**config.mk**
```make
export PLATFORM = sky130hd
export DESIGN_NAME = seq_divider
export DESIGN_NICKNAME = d
export VERILOG_FILES = /design/src/rtl/seq_divider.sv
export SDC_FILE = /design/constraint.sdc
export NUM_CORES = 1
export LEC_CHECK = 0
export ABC_AREA = 1
export BUFFER_PORTS_ARGS = -buffer_cell sky130_fd_sc_hd__buf_2
export CORE_AREA = 5 5 61 63
export DETAILED_ROUTE_END_ITERATION = 10
export DIE_AREA = 0 0 66 68
export GPL_TIMING_DRIVEN = 0
export PLACE_DENSITY = 0.72
export SYNTH_ARGS = -nofsm -noshare
export SYNTH_HDL_FRONTEND = slang
export SYNTH_SLANG_ARGS = --single-unit
export TNS_END_PERCENT = 30
```
**constraint.sdc**
```tcl
create_clock -name clk -period 1.58 [get_ports clk]
set_clock_uncertainty 0.05 [all_clocks]
set_input_delay 0.316 -clock clk [delete_from_list [all_inputs] [get_ports clk]]
set_output_delay 0.316 -clock clk [all_outputs]
set_load 0.02 [all_outputs]
```
**src/rtl/seq_divider.sv**
```systemverilog
`default_nettype none
// ============================================================================
//  Module      : seq_divider
//  Description : Iterative restoring divider. Divides a DW-bit unsigned
//                dividend by a VW-bit unsigned divisor, one quotient bit per
//                clock, MSB first, under a start/busy/done handshake.
//                Divide-by-zero returns an all-ones quotient, a zero
//                remainder and raises div_by_zero alongside done.
//  Revision    : 1.0  initial release
// ============================================================================
module seq_divider #(
    parameter int DW = 5,
    parameter int VW = 3
) (
    input  logic          clk,
    input  logic          rst_n,
    input  logic          start,
    input  logic [DW-1:0] dividend,
    input  logic [VW-1:0] divisor,
    output logic          busy,
    output logic          done,
    output logic [DW-1:0] quotient,
    output logic [VW-1:0] remainder,
    output logic          div_by_zero
);

    localparam int CW = (DW > 1) ? $clog2(DW) : 1;
    localparam logic [CW-1:0] c_cnt_load = CW'(DW - 1);

    typedef enum logic [1:0] {
        S_IDLE = 2'd0,
        S_CALC = 2'd1,
        S_DONE = 2'd2
    } state_t;

    state_t        r_state;
    logic [DW-1:0] r_dvd;   // dividend, shifted left one bit per step
    logic [VW-1:0] r_dvs;   // captured divisor
    logic [VW:0]   r_prem;  // partial remainder, one guard bit wide
    logic [DW-1:0] r_quo;   // quotient bits collected LSB-first
    logic [CW-1:0] r_cnt;   // steps remaining after the current one

    logic [VW:0]   w_trial;
    logic [VW:0]   w_dvs_ext;
    logic [VW:0]   w_diff;
    logic          w_ge;
    logic [VW:0]   w_rem_next;
    logic [DW-1:0] w_quo_next;

    // Guard bit of the partial remainder and the bit shifted out of the
    // quotient register never influence results; gathered here on purpose.
    logic          w_unused;

    // One restoring step: bring down the next dividend bit and subtract if it fits
    always_comb begin
        w_trial    = {r_prem[VW-1:0], r_dvd[DW-1]};
        w_dvs_ext  = {1'b0, r_dvs};
        w_diff     = w_trial - w_dvs_ext;
        w_ge       = (w_trial >= w_dvs_ext);
        w_rem_next = w_ge ? w_diff : w_trial;
        w_quo_next = {r_quo[DW-2:0], w_ge};
    end

    assign w_unused = r_prem[VW] ^ r_quo[DW-1];

    // Control FSM with datapath registers and registered handshake outputs
    always_ff @(posedge clk or negedge rst_n) begin
        if (!rst_n) begin
            r_state     <= S_IDLE;
            r_dvd       <= '0;
            r_dvs       <= '0;
            r_prem      <= '0;
            r_quo       <= '0;
            r_cnt       <= '0;
            busy        <= 1'b0;
            done        <= 1'b0;
            quotient    <= '0;
            remainder   <= '0;
            div_by_zero <= 1'b0;
        end else begin
            case (r_state)
                S_IDLE: begin
                    done <= 1'b0;
                    if (start) begin
                        r_dvd  <= dividend;
                        r_dvs  <= divisor;
                        r_prem <= '0;
                        r_quo  <= '0;
                        r_cnt  <= c_cnt_load;
                        busy   <= 1'b1;
                        if (divisor == '0) begin
                            // No iterations needed: result is known at accept
                            r_state     <= S_DONE;
                            done        <= 1'b1;
                            quotient    <= '1;
                            remainder   <= '0;
                            div_by_zero <= 1'b1;
                        end else begin
                            r_state     <= S_CALC;
                            quotient    <= '0;
                            remainder   <= '0;
                            div_by_zero <= 1'b0;
                        end
                    end
                end

                S_CALC: begin
                    r_prem <= w_rem_next;
                    r_quo  <= w_quo_next;
                    r_dvd  <= {r_dvd[DW-2:0], 1'b0};
                    if (r_cnt == '0) begin
                        // Final step: publish results so they are valid with done
                        r_state   <= S_DONE;
                        done      <= 1'b1;
                        quotient  <= w_quo_next;
                        remainder <= w_rem_next[VW-1:0];
                    end else begin
                        r_cnt <= r_cnt - CW'(1);
                    end
                end

                S_DONE: begin
                    r_state <= S_IDLE;
                    done    <= 1'b0;
                    busy    <= 1'b0;
                end

                default: begin
                    r_state <= S_IDLE;
                    done    <= 1'b0;
                    busy    <= 1'b0;
                end
            endcase
        end
    end

endmodule
`default_nettype wire
```
==> impl_summary.md <==
Cells and area
The cell area after layout is 0.00177 mm2. The fraction of final layout cells sized beyond drive strength 1 is 0.305. Once layout is complete, the utilization of the core stands at 0.558. The net count reported at finish is 213. The most common cell after layout, fill and taps aside is sky130_fd_sc_hd__nand2_1.

The number of antenna diodes in the final layout is 0. The signed area change from the synthesized netlist to the final layout is 23.4%. Leaving out fill and tap cells, the most frequent cells in the layout are 44 x sky130_fd_sc_hd__nand2_1, 31 x sky130_fd_sc_hd__dfrtp_1, 22 x sky130_fd_sc_hd__buf_2.

Logic synthesis
In the synthesized netlist the dominant register cell turns out to be sky130_fd_sc_hd__dfrtp_1. The number of enable flip-flop cells after synthesis is 0. The async set-reset flop share out of synthesis is 1.00. The number of register bits inferred by synthesis is 31.

The gate count of the mapped netlist is 163. Yosys printed 0 warnings. The distinct cell type count after synthesis is 20. The fraction of the yosys area taken by sequential cells is 0.540. The number of nets in the synthesized netlist is 180. The synthesized netlist occupies a cell area of 0.00144 mm2. The mean instance size in the synthesized netlist is 8.81 um2.

Global route
In the global route stage, met3 resource usage came out at 0.0591. The global-route track usage on met2 is 0.290. The initial antenna violation count is 0.

The final global-route overflow total is 0. The largest net degree at the start of global routing is 32. The met1 usage in global routing is 0.188.

The number of global-route vias before repair is 1,229. The first-pass GRT wire length is 5520 um. The highest-utilization routing layer at the global route stage is met2. The overall routing resource usage is 0.167.

Power and ir drop
The share of total power dissipated in sequential elements is 0.322. The switching power total is 1910 uW. The maximum ir drop on the vdd rail is 1.04 mV. The share of total power dissipated in combinational logic is 0.526. The proportion of total power due to net switching is 0.448. The power density over the cells is 2400 mW/mm2. The leakage power total is 0.000921 uW.

The internal power of the cells is 2350 uW. The power after layout is 4260 uW. The clock network fraction of total power is 0.152.

Floorplanning
The number of I/O pins is 22. The floorplan step defined a core boundary enclosing 0.00318 mm2. The standard-cell row count is 21. For this configuration, the core starts out at a cell density of 0.452. The height of the chip is 68 um. The floorplan step defined a die boundary enclosing 0.00449 mm2.

The chip width is 66 um.

STA
The headroom to the max-slew limit is 0.541. For the pin with the worst max-slew slack, the measured transition is 0.689 ns. Setup slack on the critical path of the routed design comes to -0.00897 ns.

The count of pins over their slew limit is 0. Setup repair after global routing could not meet its margin everywhere. The total count of hold-check failures in the final report was 0. The final critical delay including setup and external delays is 1.59 ns. The share of the cycle needed by the critical path after routing is 1.01. The number of setup violations in the final report is 3.

Timing would allow up to 629 MHz. Final hold analysis gives a worst-case slack of 0.126 ns.

Run
The tool flagged a number of max-cap violations equal to 0.

Route
After detailed routing, the average wire length per cell comes to 12.9 um. The number of iterations in the first detailed-routing pass is 4. The routed via count is 1,175. The violation count after the first detailed-route iteration is 35.

The residual DRC count is 0. The final wirelength is 3140 um. The detail route stage leaves a number of antenna-violating nets equal to 0. The via density per instance is 4.84.

CTS
For the worst-skew pair, the clock arrives at the later sink with an insertion delay of 0.33 ns. The master cell of the clock root buffer is sky130_fd_sc_hd__clkbuf_4. TritonCTS created 5 clock buffers.

TritonCTS built the clock tree. The clock passes through at most 2 buffers. The CTS sink count is 31. CTS built an H-tree with a depth of 2. After clock tree synthesis, the clock-pin slew on the worst setup and hold paths is 0.10 ns.

Critical path
The buffer and inverter count on the worst path is 1. The critical path in this run is classified as reg2reg. The signal arrival time at the worst endpoint is 1.77 ns. The cell family contributing the most delay on the critical path is adder cells. STA classifies the critical path startpoint as a flop. STA puts the critical path data required time at 1.76 ns. In this design, the stage delay of the slowest critical-path cell is 0.39 ns.

Of all nets on the critical path, the largest fanout is 4. The capturing element type of the critical path is a flop. The cell at the slowest stage of the critical path is sky130_fd_sc_hd__dfrtp_1. The signal on the critical path passes through inv_2, ha_4, fa_2, nand2_2, nand2_4, nand2_4, nand2_2, nand4_1, nand2_1.

Status
The final reports fail on negative setup slack. The run finished, with violations left.

Place
Buffers placed on the I/O ports in this run total 21. The HPWL after detailed placement is 2250 um. Routability-driven placement finished with a final weighted congestion of 0.802. The instance area at placement is 0.00160 mm2.

Min path
In this run the worst hold path is classified as in2reg.
-- worst register-to-register path: stages, from the launching register on --
cell and delay, ns:
sky130_fd_sc_hd__dfrtp_1 0.39, sky130_fd_sc_hd__inv_2 0.07, sky130_fd_sc_hd__ha_4 0.16, sky130_fd_sc_hd__fa_2 0.36
sky130_fd_sc_hd__nand2_2 0.10, sky130_fd_sc_hd__nand2_4 0.07, sky130_fd_sc_hd__nand2_4 0.09, sky130_fd_sc_hd__nand2_2 0.06
sky130_fd_sc_hd__nand4_1 0.09, sky130_fd_sc_hd__nand2_1 0.06
-- cells by family (layout without fill, tap and decap cells) --
| kind of cell | count (synthesis) | in the layout | share of synthesized area |
|---|---|---|---|
| buf+inv | 19 | 53 | 0.0549 |
| fa+ha+maj | 6 | 6 | 0.0575 |
| compound gates | 24 | 24 | 0.105 |
| flops | 31 | 31 | 0.540 |
| simple gates | 83 | 83 | 0.243 |
-- area by class of cell --
class | instances | area (um2)
buffer | 3 | 16.3
clock buffer | 6 | 51.3
clock inverter | 2 | 35.0
fill | 315 | 1410
inverter | 16 | 62.6
multi-input combinational | 113 | 629
sequential | 31 | 776
tap | 46 | 57.6
timing repair buffer | 26 | 145
-- flip-flops by register name, indices dropped and copies added, names as in the netlist --
register / cells
busy: 1
r_cnt: 3
quotient: 5
div_by_zero: 1
r_prem: 3
r_dvs: 3
done: 1
remainder: 3
r_state: 2
r_dvd: 5
r_quo: 4
-- final timing paths --
path                       slack [ns]         start      endpoint  depth (start not counted)
max                            -0.009      r_dvd[4]  remainder[1]                          9
min                              0.13   dividend[0]      r_dvd[0]                          3
max reg2reg                    -0.009      r_dvd[4]  remainder[1]                          9
min reg2reg                      0.44  remainder[1]  remainder[1]                          2
max in group asynchronous        0.52         rst_n      r_quo[1]                          2
min in group asynchronous        0.51         rst_n  remainder[1]                          2
-- what timing repair did --
| action | 4_1_cts | 5_1_grt |
|---|---|---|
| pin swaps | 3 | 4 |
| gates resized for setup | 12 | 3 |
| endpoints found under the setup margin | 8 | 12 |
| hold buffers | 1 | 0 |
| setup buffers | 2 | 2 |
| endpoints found under the hold margin | 31 | 0 |
-- synthesized netlist by cell type, types with 2 or more instances --
cell	count	area, um2
sky130_fd_sc_hd__a21oi_1	4	20.0
sky130_fd_sc_hd__inv_2	3	11.3
sky130_fd_sc_hd__nor2_1	14	52.6
sky130_fd_sc_hd__inv_1	12	45.0
sky130_fd_sc_hd__a21oi_2	5	43.8
sky130_fd_sc_hd__ha_1	5	62.6
sky130_fd_sc_hd__nand3_1	13	65.1
sky130_fd_sc_hd__o21ai_1	2	10.0
sky130_fd_sc_hd__dfrtp_1	31	776
sky130_fd_sc_hd__nand4_1	2	12.5
sky130_fd_sc_hd__o21ai_0	12	60.1
sky130_fd_sc_hd__nand2_2	4	25.0
sky130_fd_sc_hd__nand2_1	49	184
-- power by group through the flow --
stage	Clock [uW]	Combinational, uW	Sequential [uW]
final	649	2240	1370
after detailed placement	0	1920	1380
after floorplan	0	1280	1490
after global routing	718	2540	1420
after CTS	667	2140	1370
after global placement	0	1820	1350
-- through the flow --
step	std cells	setup TNS (ns)	setup slack (ns)
floorplan	163	0	0.0306
global placement	230	-0.434	-0.115
detailed placement	230	-0.849	-0.207
CTS	241	-0.0402	-0.0169
global route	243	-0.404	-0.0747
finish	243	-0.0108	-0.00897
-- layer usage --
layer  share of wire  vias up
met5               0        -
met1            0.41      559
met2            0.53       23
li1                -      586
met4           0.018        0
met3           0.047        7
No activity file was read; power rests on OpenSTA's default activity.
